**src/rtl/mem_stage.sv**
```systemverilog
// Memory-access stage: captures the EX instruction, aligns and extends load data,
// and forwards the packed result to WB and the bypass bus to ID.
module mem_stage #(
  parameter int CSR_BUS_W = 34
) (
  input  logic                 clk,
  input  logic                 reset,
  input  logic                 es2ms_valid,
  output logic                 ms_allowin,
  input  logic [31:0]          es_pc,
  input  logic [39:0]          es_rf_zip,
  input  logic [2:0]           es_ld_op,
  input  logic [CSR_BUS_W-1:0] es_csr_bus,
  input  logic [31:0]          data_sram_rdata,
  input  logic                 ws_allowin,
  input  logic                 flush,
  output logic                 ms2ws_valid,
  output logic [31:0]          ms_pc,
  output logic [38:0]          ms_rf_zip,
  output logic [CSR_BUS_W-1:0] ms_csr_bus,
  output logic [38:0]          ms_fwd_zip
);

  logic                 ms_valid;
  logic                 ms_ready_go;
  logic                 capture;
  logic                 first_p1;
  logic                 buf_vld_p1;
  logic [31:0]          rdata_buf_p1;
  logic [31:0]          pc_p1;
  logic                 csr_re_p1;
  logic                 res_from_mem_p1;
  logic                 rf_we_p1;
  logic [4:0]           rf_waddr_p1;
  logic [31:0]          alu_result_p1;
  logic [2:0]           ld_op_p1;
  logic [CSR_BUS_W-1:0] csr_bus_p1;
  logic [31:0]          rdata_eff;
  logic [31:0]          rf_wdata_pre;

  // Byte/half selection by address offset; unknown load types behave as ld.w.
  function automatic logic [31:0] load_extract(input logic [2:0]  op,
                                               input logic [1:0]  a,
                                               input logic [31:0] rd);
    logic signed [7:0]  b;
    logic signed [15:0] h;
    case (a)
      2'd0:    b = rd[7:0];
      2'd1:    b = rd[15:8];
      2'd2:    b = rd[23:16];
      default: b = rd[31:24];
    endcase
    h = a[1] ? rd[31:16] : rd[15:0];
    case (op)
      3'd1:    load_extract = 32'(b);
      3'd2:    load_extract = {24'd0, b};
      3'd3:    load_extract = 32'(h);
      3'd4:    load_extract = {16'd0, h};
      default: load_extract = rd;
    endcase
  endfunction

  assign ms_ready_go = 1'b1;
  assign ms_allowin  = ~ms_valid | (ms_ready_go & ws_allowin);
  assign ms2ws_valid = ms_valid & ms_ready_go;
  assign capture     = es2ms_valid & ms_allowin;

  // EX -> MEM boundary: control and payload capture
  always_ff @(posedge clk or posedge reset) begin
    if (reset) begin
      ms_valid        <= 1'b0;
      first_p1        <= 1'b0;
      buf_vld_p1      <= 1'b0;
      rdata_buf_p1    <= 32'd0;
      pc_p1           <= 32'd0;
      csr_re_p1       <= 1'b0;
      res_from_mem_p1 <= 1'b0;
      rf_we_p1        <= 1'b0;
      rf_waddr_p1     <= 5'd0;
      alu_result_p1   <= 32'd0;
      ld_op_p1        <= 3'd0;
      csr_bus_p1      <= '0;
    end else begin
      if (flush)           ms_valid <= 1'b0;
      else if (ms_allowin) ms_valid <= es2ms_valid;

      first_p1 <= capture;

      // SRAM output may drift during a stall, so hold the first-cycle word.
      if (flush || capture) begin
        buf_vld_p1 <= 1'b0;
      end else if (first_p1 && ms_valid && !ws_allowin) begin
        buf_vld_p1   <= 1'b1;
        rdata_buf_p1 <= data_sram_rdata;
      end

      if (capture) begin
        pc_p1           <= es_pc;
        csr_re_p1       <= es_rf_zip[39];
        res_from_mem_p1 <= es_rf_zip[38];
        rf_we_p1        <= es_rf_zip[37];
        rf_waddr_p1     <= es_rf_zip[36:32];
        alu_result_p1   <= es_rf_zip[31:0];
        ld_op_p1        <= es_ld_op;
        csr_bus_p1      <= es_csr_bus;
      end
    end
  end

  // MEM -> WB/ID boundary: result selection and output packing
  assign rdata_eff    = buf_vld_p1 ? rdata_buf_p1 : data_sram_rdata;
  assign rf_wdata_pre = res_from_mem_p1 ? load_extract(ld_op_p1, alu_result_p1[1:0], rdata_eff)
                                        : alu_result_p1;

  assign ms_pc      = pc_p1;
  assign ms_csr_bus = csr_bus_p1;
  assign ms_rf_zip  = {csr_re_p1, rf_we_p1, rf_waddr_p1, rf_wdata_pre};
  assign ms_fwd_zip = ms_valid ? {rf_we_p1, csr_re_p1, rf_waddr_p1, rf_wdata_pre} : 39'd0;

endmodule

```
**config.mk**
```make
export PLATFORM = sky130hd
export DESIGN_NAME = mem_stage
export DESIGN_NICKNAME = d
export VERILOG_FILES = /design/src/rtl/mem_stage.sv
export SDC_FILE = /design/constraint.sdc
export NUM_CORES = 1
export LEC_CHECK = 0
export ABC_AREA = 1
export BUFFER_PORTS_ARGS = -buffer_cell sky130_fd_sc_hd__buf_4
export CAP_MARGIN = 10
export CORE_AREA = 4 4 158 145
export CTS_CLUSTER_SIZE = 40
export DETAILED_ROUTE_END_ITERATION = 8
export DIE_AREA = 0 0 162 149
export SYNTH_ARGS = -nofsm -noshare
export SYNTH_HDL_FRONTEND = slang
export SYNTH_SLANG_ARGS = --single-unit
export TNS_END_PERCENT = 20
```
**constraint.sdc**
```tcl
create_clock -name clk -period 6.1 [get_ports clk]
set_clock_uncertainty 0.15 [all_clocks]
set_input_delay 0.305 -clock clk [delete_from_list [all_inputs] [get_ports clk]]
set_output_delay 0.305 -clock clk [all_outputs]
set_load 0.02 [all_outputs]
```
# Word level (Yosys, flattened, before mapping)
# Cells that the tools add are included.
# Widths: inputs -> output; s select.
# word_totals
reg_bits	144
out_inout_bits	146
# classes
n_eq_ne	6
muxes	10
bitwise_logic	4
reduce_logical	8
# ops
cell	count
$pmux 32 s4	1
$mux 32	2
$mux 39	1
$pmux 8 s3	1
$mux 16	1
$eq 3x2->1 const B	2
$mux 1	4
$reduce_bool 2->1	2
$eq 3x1->1 const B	1
$eq 3x3->1 const B	1
$eq 2x1->1 const B	1
$eq 2x2->1 const B	1
$logic_and 1x1->1	2
$logic_not 2->1	1
$not 1->1	2
$reduce_and 2->1	1
$and 1x1->1	1
$logic_not 1->1	1
$logic_or 1x1->1	1
$or 1x1->1	1

# Depth between registers and ports, before layout
# logic_depth
depth_word	6
depth_mapped	12
mapped_depth_nobuf	11

# Least setup slack after synthesis
# OpenSTA, ideal clock, no wires.
# synth_path
path_kind	register to output
start	register buf_vld_p1
end	output port ms_fwd_zip[18]
arrival_time_ns	1.573
required_ns	5.645
slack_ns	4.072
path_stages_with_launch	10
path_buffers	2
cell_sequence	dfrtp_1 > buf_4 > o21ai_1 > nand2_1 > nand3_2 > nand3_4 > buf_4 > nand3_1 > o21ai_1 > nor2_1
# synth_via
elab_chain_len	5
word_cells_on_any_way	6
cone_classes	mux: 6
# synth_lines
item	line_no	rtl
from (decl)	28	logic buf_vld_p1;
from (signal assigned)	73	buf_vld_p1 <= 1'b0;
from (signal assigned)	91	buf_vld_p1 <= 1'b0;
from (signal assigned)	93	buf_vld_p1 <= 1'b1;
$mux 32 *	111	assign rdata_eff = buf_vld_p1 ? rdata_buf_p1 : data_sram_rdata;
$pmux 8 s3 / $mux 16 (equally long branches)	47, 53	
$pmux 32 s4 *	54	case (op)
$mux 32 *	112	assign rf_wdata_pre = res_from_mem_p1 ? load_extract(ld_op_p1, alu_result_p1[1:0], rdata_eff)
$mux 39 *	118	assign ms_fwd_zip = ms_valid ? {rf_we_p1, csr_re_p1, rf_waddr_p1, rf_wdata_pre} : 39'd0;
to (decl)	21	output logic [38:0] ms_fwd_zip
# Mark *: on every way between the ends. The rest lies on a longest branch, timed or not.

# Final worst setup path
# layout_path
start	register buf_vld_p1
end	output port ms_fwd_zip[10]
# The elaborated chain is that of the path after synthesis.

==> out/qor.csv <==
metric;value;unit
yosysSeqAreaShare;49.0;%
clk_path_buf_depth;2;
fin_crit;3.62;ns
yosys.area.top_type_share;49.0;%
cts.sink_count;144;
status;finished, final reports clean;
dpl.cell_count;1540;
whs_path_depth;3;
yosys.area.top_type;dfrtp_1;
drc;0;
wl_per_cell;15.7;um
startpoint_type;register;
pwr-share-comb;30.3;%
synth_common_cells;485 x nand2_1, 144 x dfrtp_1, 87 x inv_1, 53 x o21ai_0, 41 x nor2_1;
ant_nets;0;
path_class;reg -> out;
r2r-end;ms_csr_bus[27]$_DFFE_PP0P_;
clock_latency;0.42;ns
grt_pass1_vias;7723;
routed-via-count;7714;
grt-ovfl-total;0;
layout.nets;1534;
gp_congestion;0.851;
h-tree-depth;4;
final_layout_size_suffix_gt1_share;25.5;%
placedInstanceArea;0.00963;sq mm
worstHoldStart;data_sram_rdata[26];
syn-cell-area;0.00736;sq mm
routed_wirelength;26700;um
synth-seq-cells;144;
p_sw;1150;uW
post-route-period-util;59.3;%
worst_pin_slew;1.11;ns
dp_hpwl;19100;um
power_density;279;mW/mm^2
ios;292;
coreArea;0.0213;sq mm
synth-edff-count;0;
final_cell_count_no_fill;1694;
switching_share;36.1;%
required;5.64;ns
synth.avg_cell_area;7.28;sq um
initial_utilization;34.5;%
die_h;149;um
rrSetupSlack;2.87;ns
r2r_cells;7;
grt_pass1_wl;41700;um
seq_power_share;36.8;%
antenna_found_initial;1;
firstDrtPassIters;5;
cts_resized;0;
drtIter0Drc;440;
critical_path_arrival;3.16;ns
endpoint_kind;output port;
max_freq;0.276;GHz
setup_viol;0;
synth_cell_types;30;
root_buffer;clkbuf_16;
max_cap_violations;0;
p_int;2040;uW
worstHoldEndpoint;rdata_buf_p1[26]$_DFFE_PP0P_;
cts_made_buffers;17;
synthCells;1011;
setup_tns;0;ns
synthesis.nets;1157;
yosysWarnings;0;
holdBufCountCts;120;
rows;51;
synthTopCellsByArea;dfrtp_1 49%, nand2_1 25%, inv_1 4.4%;
grt_max_degree;92;
n_fill_cell;2083;
drv_slew;0;
async_reset_ff_share;100;%
track_usage;21.9;%
final_area;0.0114;sq mm
final_core_util;53.6;%
peakVddDrop;0.158;mV
path_clk_slew;0.07;ns
reg2reg_from;ms2ws_valid$_DFFE_PP0P_;
hold_viol_final;0;
via_per_inst;4.55;
die_w;162;um
cts_tree;yes;
postCtsSetupBuffers;0;
hold_path.class;in -> reg;
dieArea;0.0241;sq mm
area_delta_synth_final;55.3;%
slew_headroom;25.4;%
clkPwrFrac;32.9;%
port_buffers;291;
ys.flop_type;dfrtp_1;
total_leakage_power;0.00623;uW
yosysMostFrequentCell;nand2_1;
crit_fanout;44;
rsz0062_at_grt;false;
worst max path at each step:
stage / startpoint / endpoint / slack (ns)
4_1_cts: buf_vld_p1$_DFFE_PP0P_ / ms_fwd_zip[10] / 2.44
3_3_place_gp: ms2ws_valid$_DFFE_PP0P_ / ms_pc[16]$_DFFE_PP0P_ / 2.93
3_5_place_dp: ms2ws_valid$_DFFE_PP0P_ / ms_csr_bus[27]$_DFFE_PP0P_ / 2.84
5_1_grt: alu_result_p1[1]$_DFFE_PP0P_ / ms_fwd_zip[10] / 2.26
2_1_floorplan: reset / alu_result_p1[0]$_DFFE_PP0P_ / 1.78
6_report: buf_vld_p1$_DFFE_PP0P_ / ms_fwd_zip[10] / 2.48
metal layers:
| layer | track usage, % | part of all wire, % | up-vias | wire length [um] |
|---|---|---|---|---|
| met2 | 36.7 | 49 | 265 | 13000 |
| met5 | 0 | 0 | - | 0 |
| met4 | 8.20 | 2.8 | 0 | 735 |
| met3 | 6.38 | 7.4 | 40 | 1960 |
| li1 | - | - | 3863 | - |
| met1 | 27.0 | 41 | 3546 | 10900 |
worst max-delay path: stages (launching register included):
cell	delay [ns]
dfrtp_1	0.74
buf_4	0.49
nand2_1	0.09
o21ai_1	0.16
nand2_1	0.10
nand3_2	0.13
nand3_4	0.25
nand2_1	0.15
nand2_1	0.08
a21oi_1	0.32
buf_4	0.22
layout make-up:
| cell class | instances | area, sq um | area share [%] |
|---|---|---|---|
| Multi-Input combinational cell | 716 | 3080 | 26.9 |
| Clock buffer | 17 | 425 | 3.72 |
| Antenna cell | 2 | 5.00 | 0.0438 |
| Clock inverter | 15 | 166 | 1.46 |
| Tap cell | 291 | 364 | 3.19 |
| Sequential cell | 144 | 3600 | 31.5 |
| Timing Repair Buffer | 417 | 3430 | 30.0 |
| Inverter | 92 | 350 | 3.07 |
power by group through the flow:
stage	Clock, uW	Combinational, uW	Sequential, uW
final	1050	968	1170
after global routing	1110	1060	1190
after CTS	1070	977	1170
after detailed placement	0	912	1190
after global placement	0	902	1190
after floorplan	0	473	1230
state kept, by name, summed over array words and instances, names as in the netlist:
register	count
first_p1	1
ld_op_p1	3
alu_result_p1	32
rdata_buf_p1	32
ms_csr_bus	34
rf_waddr_p1	5
ms2ws_valid	1
buf_vld_p1	1
ms_pc	32
rf_we_p1	1
res_from_mem_p1	1
csr_re_p1	1
cells by family (layout without fill, tap and decap cells):
group / Yosys count / after routing / share of synthesized area [%]
multiplexers: 3 / 3 / 0.459
buffers and inverters: 151 / 541 / 9.18
other: 0 / 2 / 0
flip-flops: 144 / 144 / 49.0
AO/OA/AOI/OAI: 128 / 128 / 9.20
AND/OR/NAND/NOR: 585 / 585 / 32.2
metrics by stage:
step | setup WS (ns) | hold WS [ns] | power (uW)
global route | 2.26 | 0.0193 | 3360
finish | 2.48 | 0.0181 | 3190
global placement | 2.93 | 0.304 | 2090
floorplan | 1.78 | 0.218 | 1710
CTS | 2.44 | 0.000489 | 3220
detailed placement | 2.84 | 0.309 | 2100
placed cells by master, fill, tap and decap left out, types with 2 or more instances in the layout:
| cell type | count |
|---|---|
| o21ai_1 | 35 |
| o211ai_1 | 3 |
| nor2_1 | 41 |
| clkbuf_16 | 17 |
| diode_2 | 2 |
| nor2_4 | 2 |
| inv_1 | 86 |
| mux2_2 | 2 |
| clkinv_8 | 4 |
| nand3_2 | 4 |
| o21ai_0 | 53 |
| or2_0 | 4 |
| nand3b_2 | 2 |
| a21oi_1 | 23 |
| buf_4 | 297 |
| inv_8 | 4 |
| nand3_1 | 37 |
| nand2_2 | 4 |
| dfrtp_1 | 144 |
| o21ai_2 | 4 |
| inv_6 | 6 |
| a31oi_1 | 9 |
| nand2_1 | 485 |
| dlygate4sd3_1 | 120 |
| inv_2 | 5 |
| nand2_4 | 2 |
Power figures use the tool's default switching activity.
